`src/rtl/cpu_types_pkg.sv`:
```
// Shared datapath types for the five-stage MIPS core.
package cpu_types_pkg;
    localparam int REG_W  = 5;
    localparam int WORD_W = 32;

    typedef logic [REG_W-1:0]  regbits_t;
    typedef logic [WORD_W-1:0] word_t;
endpackage

```
`src/rtl/hazard_detect.sv`:
```
// Load-use comparator: ID reads a register that the load in EX will write.
// Purely combinational (0 cycles); no flow control of its own.
module hazard_detect
    import cpu_types_pkg::*;
(
    input  logic     ex_memread,
    input  regbits_t ex_rd,
    input  regbits_t id_rs,
    input  regbits_t id_rt,
    input  logic     id_uses_rt,
    output logic     lu
);
    assign lu = ex_memread && (ex_rd != '0) &&
                ((ex_rd == id_rs) || (id_uses_rt && (ex_rd == id_rt)));
endmodule

```
`config.mk`:
```
export PLATFORM = sky130hd
export DESIGN_NAME = hazard_detect
export DESIGN_NICKNAME = d
export VERILOG_FILES = /design/src/rtl/cpu_types_pkg.sv /design/src/rtl/hazard_detect.sv
export SDC_FILE = /design/constraint.sdc
export NUM_CORES = 1
export LEC_CHECK = 0
export CAP_MARGIN = 20
export CORE_AREA = 2 2 39 41
export DETAILED_ROUTE_END_ITERATION = 7
export DIE_AREA = 0 0 41 43
export SYNTH_ARGS = -nofsm -noshare
export SYNTH_HDL_FRONTEND = slang
export SYNTH_SLANG_ARGS = --single-unit
export TNS_END_PERCENT = 1
```
`constraint.sdc`:
```
create_clock -name vclk -period 2.3
set_clock_uncertainty 0.1 [all_clocks]
set_input_delay 0.345 -clock vclk [all_inputs]
set_output_delay 0.345 -clock vclk [all_outputs]
set_load 0.05 [all_outputs]
```
==> summary.md, run 1 <==
| Metric | Value |
|---|---|
| Worst Path Required | `1.86 ns` |
| # hold bufs at CTS | `0` |
| Top post-synthesis cells by area | `xor2_1 46%, xnor2_1 20%, nor4_2 9.4%` |
| Mapped Nets | `34` |
| Initial antenna violation count | `0` |
| Power Density | `162 mW/mm^2` |
| Synth Warn # | `0` |
| Pre-Repair DR Iteration Count | `1` |
| Syn_area_per_cell | `7.80 um^2` |
| Pre-CTS WS | `about 0.073 ns` |
| Design area | `354 um^2` |
| Min Tclk post-route | `2.18 ns` |
| Initial core utilization | `0.0958` |
| Register area | `0 um^2` |
| Post-Synthesis Cells | `17` |
| GP Congestion | `approximately 0.44` |
| Fin. Hold Viols | `0` |
| Worst-path cell chain | `clkdlybuf4s50_1, or4_1, o21ai_1, a21oi_2, buf_12` |
| First-pass GRT wire length | `approximately 700 um` |
| Vias | `187` |
| CP max stage delay | `0.54 ns` |
| Sequential area share after synthesis | `0` |
| Setup-failing EPs final | `0` |
| FMAX | `459 MHz` |
| Netlist Area Pre-Place | `133 um^2` |
| Placed insts | `52` |
| Antenna-violating nets left | `0` |
| I/O pins | `18` |
| Drt drc | `0` |
| Remaining Overflow, GRT | `0` |
| Hold Crit Class | `input pin to output pin` |
| Antenna cell count | `0` |
| Leakage | `roughly 0.12 nW` |
| DIE WIDTH | `41 um` |
| Total of max-cap violations | `0` |
| Initial DRC count | `0` |
| Seq Cell Count | `0` |
| WL/cell | `8.44 um` |
| Clock buf count | `0` |
| Post-synth top area cell | `xor2_1` |
| Input/output buffers | `18` |
| Share of cells above drive strength 1 | `0.111` |
| Tot GR Track Use | `0.0529` |
| Max-slew headroom | `0.872` |
| Std cell rows | `14` |
| VDD IR-drop max | `0.0000223 V` |
| Worst Setup Start Kind | `input pin` |
| Most common cell after layout, fill and taps aside | `clkdlybuf4s50_1` |
| Least-Margin Pin Slew | `0.191 ns` |
| Library cells used by synthesis | `8` |
| DPL Wire Length | `415 um` |
| Final WL | `439 um` |
| Worst setup margin | `0.120 ns` |
| Setup TNS | `0 ns` |
| Core area | `between 0.001 and 0.0015 mm^2` |
| Critical path's top delay family | `buffers and inverters` |
| Vias in the first global route | `196` |
| Post-CTS Setup Repair Bufs | `0` |
| RSZ-0062 raised after global routing | `no` |
| Growth of design area from synthesis to finish | `167%` |
| Count of final max-slew check failures | `0` |
| Nets | `55` |
| Chip height | `about 43 um` |
| WS Path Type | `input pin to output pin` |
| Worst path bufs/invs | `2` |
| Crit share post-route | `0.948` |
| Placed cell area | `around 350 um^2` |
| Largest fanout on the critical path | `3` |
| Die footprint | `0.00176 mm^2` |
| Slowest-stage cell, CP | `or4_1` |
| Via/cell ratio | `3.60` |
| CTS resizes | `0` |
| Layout Cells excl Fill | `52` |
| Largest net degree at the start of global routing | `4` |
| Most frequent cells in the layout | `17 x clkdlybuf4s50_1, 7 x xor2_1, 3 x xnor2_1` |
| Crit path DAT | `around 1.7 ns` |
| Crit end category | `output pin` |
| Outcome | `finished clean` |
| Yosys top cell area share | `0.462` |
-- final timing paths --
| path | end | cells past startpoint | start |
|---|---|---|---|
| min | lu | 4 | id_uses_rt |
| max | lu | 5 | ex_rd[1] |
-- cell usage after synthesis --
library cell  number
a21oi_1            1
o21ai_1            1
nor4_2             1
xor2_1             7
nand3_1            2
xnor2_1            3
nor3_1             1
or4_1              1
-- through the flow --
stage | power (W) | utilization | hold slack, ns
after global routing | 0.0000622 | 0.256 | 1.32
after floorplan | 0.0000183 | - | 0.839
after global placement | 0.0000572 | 0.253 | 1.27
after CTS | 0.0000579 | 0.253 | 1.30
after detailed placement | 0.0000576 | 0.253 | 1.30
final | 0.0000573 | 0.256 | 1.29
-- worst min-delay path, stage by stage --
cell	delay, ns
clkdlybuf4s50_1	0.40
nand3_1	0.09
a21oi_2	0.07
buf_12	0.14
-- area by class of cell --
type | count | area [um^2]
fill | 159 | 1030
multi-input combinational | 17 | 136
tap | 16 | 20.0
timing repair buffer | 19 | 198
-- routing by layer --
layer | part of all wire | up-vias | GRT usage
met5 | 0 | - | 0
met4 | 0 | 0 | 0
met3 | 0.12 | 0 | 0.00524
met2 | 0.65 | 7 | 0.131
met1 | 0.23 | 82 | 0.0316
li1 | - | 98 | -
-- kinds of logic (layout without fill, tap and decap cells) --
| family | after synthesis | count (layout) | share of synthesized area |
|---|---|---|---|
| compound gates | 2 | 2 | 0.0754 |
| xor+xnor | 10 | 10 | 0.660 |
| buf+inv | 0 | 19 | 0 |
| simple gates | 5 | 5 | 0.264 |
-- power by group --
part	total, W	leakage, nW	switching, W	internal, W
combinational	0.0000573	0.122	0.0000187	0.0000385
sequential	0	0	0	0
clock	0	0	0	0
total	0.0000573	0.122	0.0000187	0.0000385
Note: power is estimated with default switching activity, not from simulation.
==> run 2: changes to the inputs <==
--- a/config.mk
+++ b/config.mk
@@ -9,6 +9,9 @@
 export CORE_AREA = 2 2 39 41
 export DETAILED_ROUTE_END_ITERATION = 7
 export DIE_AREA = 0 0 41 43
+export PLACE_DENSITY_LB_ADDON = 0.15
+export REMOVE_ABC_BUFFERS = 1
+export SLEW_MARGIN = 15
 export SYNTH_ARGS = -nofsm -noshare
 export SYNTH_HDL_FRONTEND = slang
 export SYNTH_SLANG_ARGS = --single-unit
==> summary.md, run 2 (synthesized netlist as in run 1, its figures left out) <==
| Metric | Value |
|---|---|
| Outcome | `finished clean (unchanged)` |
| Setup TNS | `0 ns (unchanged)` |
| Worst Setup Start Kind | `input pin (unchanged)` |
| Hold Crit Class | `input pin to output pin (unchanged)` |
| Core area | `0.00138 mm^2 (unchanged)` |
| Most frequent cells in the layout | `14 x clkdlybuf4s50_1, 7 x xor2_1, 3 x xnor2_1, 3 x dlymetal6s2s_1, 2 x nand3_1 (was 17 x clkdlybuf4s50_1, 7 x xor2_1, 3 x xnor2_1)` |
| Initial core utilization | `0.0958 (unchanged)` |
| Std cell rows | `14 (unchanged)` |
| Register area | `0 um^2 (unchanged)` |
| WL/cell | `9.75 um (was 8.44 um)` |
| Seq Cell Count | `0 (unchanged)` |
| Share of cells above drive strength 1 | `0.111 (unchanged)` |
| Remaining Overflow, GRT | `0 (unchanged)` |
| Vias | `188 (was 187)` |
| Switching Fraction | `0.344 (was 0.327)` |
| Drt drc | `0 (unchanged)` |
| Min Tclk post-route | `2.16 ns (was 2.18 ns)` |
| Clock buf count | `0 (unchanged)` |
| Net load switching power | `0.0000199 W (was 0.0000187 W)` |
| Initial DRC count | `0 (unchanged)` |
| I/O pins | `18 (unchanged)` |
| Largest fanout on the critical path | `3 (unchanged)` |
| Footprint of the multi-input gates | `136 um^2 (unchanged)` |
| DIE WIDTH | `41 um (unchanged)` |
| Seq pwr share | `0 (about the same)` |
| Leakage | `0.149 nW (was 0.122 nW)` |
| Most common cell after layout, fill and taps aside | `clkdlybuf4s50_1 (unchanged)` |
| Power Density | `160 mW/mm^2 (was 162 mW/mm^2)` |
| Nets | `55 (unchanged)` |
| RSZ-0062 raised after global routing | `no (unchanged)` |
| Least-Margin Pin Slew | `0.230 ns (was 0.191 ns)` |
| Total Power | `0.0000577 W (was 0.0000573 W)` |
| P_int | `0.0000378 W (was 0.0000385 W)` |
| Crit share post-route | `0.938 (was 0.948)` |
| Total of max-cap violations | `0 (unchanged)` |
| Final WL | `507 um (was 439 um)` |
| Fin. Hold Viols | `0 (unchanged)` |
| Filler Cell Count | `148 (was 159)` |
| Growth of design area from synthesis to finish | `173% (was 167%)` |
| Vias in the first global route | `204 (was 196)` |
| Placed insts | `52 (unchanged)` |
| Crit end category | `output pin (unchanged)` |
| Chip height | `43 um (unchanged)` |
| Worst Path Required | `1.86 ns (about the same)` |
| Antenna cell count | `0 (unchanged)` |
| Input/output buffers | `18 (unchanged)` |
| Count of final max-slew check failures | `0 (unchanged)` |
| Largest net degree at the start of global routing | `4 (unchanged)` |
| Initial antenna violation count | `0 (unchanged)` |
| Die footprint | `0.00176 mm^2 (unchanged)` |
| First-pass GRT wire length | `759 um (was 690 um)` |
| Gate power share | `1.000 (about the same)` |
| Pre-Repair DR Iteration Count | `1 (unchanged)` |
| Antenna-violating nets left | `0 (unchanged)` |
| # hold bufs at CTS | `0 (unchanged)` |
| Layout Cells excl Fill | `52 (unchanged)` |
| Setup-failing EPs final | `0 (unchanged)` |
| Layout Utilization | `0.261 (was 0.256)` |
| Max-slew headroom | `0.845 (was 0.872)` |
| Via/cell ratio | `3.62 (was 3.60)` |
| VDD IR-drop max | `0.0000490 V (was 0.0000223 V)` |
| Hold Worst Slack | `1.13 ns (was 1.29 ns)` |
| Clock power share | `0 (about the same)` |
| FMAX | `463 MHz (was 459 MHz)` |
| GP Congestion | `0.646 (was 0.442)` |
| Crit path DAT | `1.71 ns (was 1.74 ns)` |
| Tot GR Track Use | `0.0579 (was 0.0529)` |
| WS Path Type | `input pin to output pin (unchanged)` |
[run 2: path summary, 6_finish.rpt]
kind  startpoint  end  slack [ns]  depth (start not counted)
max     ex_rd[1]   lu        0.14                          5
min     ex_rd[2]   lu        1.13                          5
[run 2: power groups by stage]
stage                     Clock (W)  Sequential [W]  Combinational, W
final                             0               0         0.0000577
after global routing              0               0         0.0000627
after CTS                         0               0         0.0000594
after detailed placement          0               0         0.0000585
after global placement            0               0         0.0000578
after floorplan                   0               0         0.0000183
[run 2: routing by layer]
layer / part of all wire / track usage
met1: 0.52 / 0.0949
met5: 0 / 0
met3: 0.15 / 0
met2: 0.33 / 0.0875
met4: 0 / 0
[run 2: worst max-delay path, cell delays in order]
cell	delay [ns]
clkdlybuf4s50_1	0.47
or4_1	0.53
o21ai_1	0.16
a21oi_2	0.06
buf_12	0.15
[run 2: what timing repair did]
action / in CTS / in global routing
setup endpoints to repair: 1 / 1
pin swaps: 0 / 3
setup buffers: 0 / 0
resized for setup: 1 / 3
[run 2: final cells by class]
cell class	count	area share
multi-input combinational	17	0.377
tap	16	0.0554
timing repair buffer	19	0.567
[run 2: per-stage QoR]
stage | area, um^2 | setup WS, ns
6_report | 362 | 0.142
5_1_grt | 362 | 0.0124
4_1_cts | 354 | 0.0443
3_5_place_dp | 350 | 0.000573
3_3_place_gp | 350 | 0.0148
2_1_floorplan | 133 | 0.222
